### src/rtl/cv32e41s_dummy_instr_burst.sv
// Dummy-instruction generator for the IF stage: decides when to insert a dummy
// (single-shot or burst) and produces the raw RV32 instruction word from an owned LFSR.
module cv32e41s_dummy_instr_burst #(
    parameter int unsigned MAX_INTERVAL = 64,
    parameter int unsigned BURST_W      = 3,
    parameter logic [31:0] LFSR_SEED    = 32'h2BAD_F00D,
    localparam int unsigned IW          = $clog2(MAX_INTERVAL)
) (
    input  logic               clk,
    input  logic               rst,
    input  logic               enable_i,
    input  logic               allow_dummy_i,
    input  logic               boundary_i,
    input  logic               ptr_in_if_i,
    input  logic               instr_issued_i,
    input  logic               hint_shift_i,
    input  logic               cnt_rst_i,
    input  logic [IW-3:0]      freq_i,
    input  logic [3:0]         op_en_i,
    input  logic [BURST_W-1:0] burst_len_i,
    input  logic [31:0]        seed_i,
    input  logic               seed_we_i,
    output logic               dummy_insert_o,
    output logic [31:0]        dummy_instr_o
);

    typedef enum logic [1:0] {
        IDLE  = 2'd0,
        COUNT = 2'd1,
        BURST = 2'd2
    } state_e;

    typedef enum logic [1:0] {
        OP_ADD  = 2'd0,
        OP_MUL  = 2'd1,
        OP_AND  = 2'd2,
        OP_BLTU = 2'd3
    } op_e;

    // Galois feedback for x^32 + x^22 + x^2 + x + 1 (left-shifting form)
    localparam logic [31:0] LFSR_TAPS = 32'h0040_0007;
    localparam logic [IW:0] CNT_MAX   = (IW+1)'(MAX_INTERVAL);
    localparam logic [6:0]  OPC_OP    = 7'b0110011;
    localparam logic [6:0]  OPC_BR    = 7'b1100011;

    state_e             state_q, state_d;
    logic [IW:0]        cnt_q, cnt_d;
    logic [BURST_W-1:0] burst_rem_q, burst_rem_d;
    logic [31:0]        lfsr_q, lfsr_d;

    logic [IW-1:0]      thr;
    logic               ok;
    logic               insert;
    logic               fire;

    assign thr  = lfsr_q[24 +: IW] & {freq_i, 2'b11};
    assign ok   = allow_dummy_i && boundary_i && !ptr_in_if_i;
    assign fire = insert && instr_issued_i;

    always_comb begin
        insert = 1'b0;
        if (enable_i) begin
            case (state_q)
                COUNT:   insert = (cnt_q > {1'b0, thr}) && ok;
                BURST:   insert = ok;
                default: insert = 1'b0;
            endcase
        end
    end

    assign dummy_insert_o = insert;

    always_comb begin
        state_d     = state_q;
        cnt_d       = cnt_q;
        burst_rem_d = burst_rem_q;

        if (!enable_i) begin
            state_d     = IDLE;
            cnt_d       = '0;
            burst_rem_d = '0;
        end else begin
            case (state_q)
                IDLE: begin
                    state_d = COUNT;
                end
                COUNT: begin
                    if (fire) begin
                        if (burst_len_i == '0) begin
                            cnt_d = '0;
                        end else begin
                            burst_rem_d = burst_len_i;
                            state_d     = BURST;
                        end
                    end else if (instr_issued_i && (cnt_q != CNT_MAX)) begin
                        cnt_d = cnt_q + 1'b1;
                    end
                end
                BURST: begin
                    // Losing permission ends the burst rather than pausing it
                    if (!allow_dummy_i) begin
                        state_d     = COUNT;
                        cnt_d       = '0;
                        burst_rem_d = '0;
                    end else if (fire) begin
                        if (burst_rem_q == BURST_W'(1)) begin
                            state_d = COUNT;
                            cnt_d   = '0;
                        end
                        burst_rem_d = burst_rem_q - 1'b1;
                    end
                end
                default: begin
                    state_d = IDLE;
                end
            endcase

            if (cnt_rst_i) begin
                cnt_d = '0;
                if (state_q == BURST) begin
                    state_d     = COUNT;
                    burst_rem_d = '0;
                end
            end
        end
    end

    always_comb begin
        lfsr_d = lfsr_q;
        if (seed_we_i) begin
            lfsr_d = (seed_i == '0) ? 32'h1 : seed_i;
        end else if (fire || hint_shift_i) begin
            lfsr_d = {lfsr_q[30:0], 1'b0} ^ (lfsr_q[31] ? LFSR_TAPS : 32'h0);
        end
    end

    always_ff @(posedge clk) begin
        if (rst) begin
            state_q     <= IDLE;
            cnt_q       <= '0;
            burst_rem_q <= '0;
            lfsr_q      <= LFSR_SEED;
        end else begin
            state_q     <= state_d;
            cnt_q       <= cnt_d;
            burst_rem_q <= burst_rem_d;
            lfsr_q      <= lfsr_d;
        end
    end

    logic [3:0]  op_en_eff;
    op_e         op;
    logic [4:0]  rs1, rs2;
    logic [12:0] b_imm;

    assign op_en_eff = op_en_i | 4'b0001;
    assign rs1       = lfsr_q[12:8];
    assign rs2       = lfsr_q[20:16];
    // Non-inserted branch acts as a hint to PC+2; an inserted one must not redirect
    assign b_imm     = insert ? 13'd0 : 13'd2;

    always_comb begin
        op = op_e'(lfsr_q[1:0]);
        if (!op_en_eff[lfsr_q[1:0]]) begin
            op = OP_ADD;
        end
        case (op)
            OP_MUL:  dummy_instr_o = {7'b0000001, rs2, rs1, 3'b000, 5'd0, OPC_OP};
            OP_AND:  dummy_instr_o = {7'b0000000, rs2, rs1, 3'b111, 5'd0, OPC_OP};
            OP_BLTU: dummy_instr_o = {b_imm[12], b_imm[10:5], rs2, rs1, 3'b110,
                                      b_imm[4:1], b_imm[11], OPC_BR};
            default: dummy_instr_o = {7'b0000000, rs2, rs1, 3'b000, 5'd0, OPC_OP};
        endcase
    end

endmodule

### config.mk
export PLATFORM = sky130hd
export DESIGN_NAME = cv32e41s_dummy_instr_burst
export DESIGN_NICKNAME = d
export VERILOG_FILES = /design/src/rtl/cv32e41s_dummy_instr_burst.sv
export SDC_FILE = /design/constraint.sdc
export NUM_CORES = 1
export LEC_CHECK = 0
export BUFFER_PORTS_ARGS = -buffer_cell sky130_fd_sc_hd__buf_2
export CAP_MARGIN = 20
export CORE_ASPECT_RATIO = 1.25
export CORE_MARGIN = 1.5
export CORE_UTILIZATION = 45
export DETAILED_ROUTE_END_ITERATION = 6
export PLACE_DENSITY = 0.71
export SYNTH_ARGS = -nofsm -noshare
export SYNTH_HDL_FRONTEND = slang
export SYNTH_SLANG_ARGS = --single-unit
### constraint.sdc
create_clock -name clk -period 4.1 [get_ports clk]
set_input_delay 0 -clock clk [delete_from_list [all_inputs] [get_ports clk]]
set_output_delay 0 -clock clk [all_outputs]
set_load 0.02 [all_outputs]
==> reports/qor.yml <==
tightest_slew_ps: 675
cp-end-kind: "register"
crit_chain: "inv_1 -> ha_1 -> and4b_1 -> nand3_1 -> or3_4 -> o21ai_4 -> buf_4 -> nor2_1 -> a211oi_2"
ys_seq_elements: 44
setup_ws_ps: 1430
fillers: 641
fin_tns_setup_ps: 0
postRouteAntennaNets: 0
grt-ovfl-total: 0
syn-cell-area_sq_um: 3000
grt_pass1_wl_um: 11400
place_inst: 494
fin_area_sq_um: 3460
clk_latency_ps: 300
yosysTopAreaCellShare_pct: 29.3
vias: 2729
grt_max_degree: 52
grt_antenna_before_repair: 0
rows: 33
synth_edf_count: 0
yosysWarnings: 0
drt-wirelength-per-cell_um: 13.4
ys_types: 50
stdcell_count: 514
vdd_drop_max_v: 0.000184
clk_pin_slew_ps: 90
multiInputGateArea_sq_um: 1820
first_pass_iters: 4
synthMostInstantiatedCell: "nor2_1"
yosys-top-cells-count: "47 x nor2_1, 44 x dfxtp_1, 30 x buf_4"
gp_congestion: 0.908
final_util_pct: 53.0
fin_crit_sh_pct: 65.1
cts_root_buf: "clkbuf_8"
async_reset_ff_share_pct: 0
cts_tree: "yes"
slowest_stage: "buf_4"
path_max_fanout: 44
setup_violations: 0
crit_type: "reg -> reg"
slew_violations: 0
slew_headroom_pct: 55.0
max_freq_mhz: 375
die_w_um: 76.1
ys_seq_area_share_pct: 29.3
rsz0062_at_grt: "no"
worstPathRequired_ps: 4320
drive_gt1_share_pct: 23.0
grtUsageTotal_pct: 19.3
hold_viol: 0
status: "finished clean"
hold_path.class: "in -> reg"
cts_setup_buffers: 0
postSynthAreaPerCell_sq_um: 8.16
path_buf_inv: 2
cpLargestDelayFamily: "simple AND/OR/NAND/NOR gates"
cts-resized-gates: 0
ctsHtreeMaxLevel: 2
io_pins: 86
num_antenna_cells: 0
wirelength_um: 6910
nets: 493
total_power_mw: 1.01
cp.arrival_ps: 2890
core-area_sq_um: 6520
power_density_nw_per_um2: 291
min_period_ps: 2670
clock-sinks: 44
dieHeight_um: 94.3
max-clock-path-buffers: 2
synth_top_area_cell: "dfxtp_1"
cp-start-kind: "register"
regArea_sq_um: 881
port_buffers: 69
drc: 0
syn_inst: 368
ys.flop_type: "dfxtp_1"
p_leak_nw: 1.47
drt-initial-drc-count: 183
postPlaceCellArea_sq_um: 3230
max_stage_delay_ps: 430
synthTopCellsByArea: "dfxtp_1 29%, buf_4 7.5%, nor2_1 5.9%"
die-area_sq_um: 7170
maxCapViolCount: 0
area_growth_pct: 15.2
grt_pass1_vias: 2518
dpl.hpwl_um: 5000
fin_hold_ws_ps: 1.24
avgViaCountPerCell: 5.31
initial_utilization_pct: 46.0
cts_buffers: 5
finalClockSkew_ps: 6.19
post-place-ws_ps: 1470
-- flip-flops by register name, indices dropped and copies added, names as in the netlist --
register and flops:
burst_rem_q 3, cnt_q 7, lfsr_q 32, state_q 2
-- final cells by class --
class	count	share of cell area [%]
clock buffers	6	2.10
flip-flops and latches	44	25.5
well taps	87	3.15
repair buffers	84	14.1
multi-input cells	276	52.5
clock inverters	2	1.01
inverters	15	1.63
-- logic make-up after synthesis --
family          Yosys count  share of synthesized area (%)
buf+inv                  61                           11.8
mux                      17                           5.71
xor+xnor                  3                          0.876
compound gates           87                           22.6
other cells               2                          0.250
fa+ha+maj                14                           5.84
flops                    44                           29.3
simple gates            140                           23.6
-- routing by layer --
layer / vias up / part of all wire [%] / track usage (%)
met4: 0 / 1.2 / 4.94
li1: 1386 / - / -
met1: 1249 / 44 / 23.2
met3: 6 / 4.9 / 3.50
met5: - / 0 / 0
met2: 88 / 50 / 35.7
-- tightest hold or removal path, cell delays in order --
cell and delay [ps]:
buf_2 90, a211oi_1 60, o21bai_1 110
-- final timing paths --
kind | startpoint | to | slack, ps | cells past startpoint
worst min-delay path | seed_i[14] | lfsr_q[14] | 1 | 3
worst max-delay path | state_q[1] | lfsr_q[10] | 1430 | 9
worst min register to register | lfsr_q[22] | lfsr_q[22] | 460 | 2
worst max register to register | state_q[1] | lfsr_q[10] | 1430 | 9
-- cells in the final DEF, fill, tap and decap left out, drive strengths merged, types with 3 or more instances in the layout --
| cell type | netlist | routed |
|---|---|---|
| mux2i | 16 | 16 |
| nor2b | 16 | 16 |
| nand2b | 4 | 4 |
| o211ai | 7 | 7 |
| nor3 | 7 | 7 |
| dfxtp | 44 | 44 |
| xnor2 | 3 | 3 |
| nand3 | 14 | 14 |
| nor4 | 9 | 9 |
| a21oi | 10 | 10 |
| dlygate4sd3 | 0 | 12 |
| conb | 2 | 15 |
| or3 | 3 | 3 |
| nand4 | 5 | 5 |
| nand2 | 22 | 22 |
| nand3b | 4 | 4 |
| buf | 34 | 72 |
| ha | 14 | 14 |
| a211oi | 29 | 29 |
| clkbuf | 12 | 6 |
| nor2 | 47 | 47 |
| o21bai | 14 | 14 |
| o21ai | 12 | 12 |
| inv | 15 | 15 |
-- what timing repair did --
| item | 4_1_cts | 5_1_grt |
|---|---|---|
| hold buffers | 12 | 0 |
| endpoints found under the setup margin | 0 | 0 |
| hold endpoints to repair | 12 | 0 |
-- power breakdown --
| part | leakage, nW | total [mW] | switching [mW] | internal, mW |
|---|---|---|---|---|
| registers | 0.364 | 0.473 | 0.0192 | 0.454 |
| logic | 1.05 | 0.204 | 0.116 | 0.0884 |
| clock network | 0.0552 | 0.330 | 0.149 | 0.181 |
Note: power is estimated with default switching activity, not from simulation.
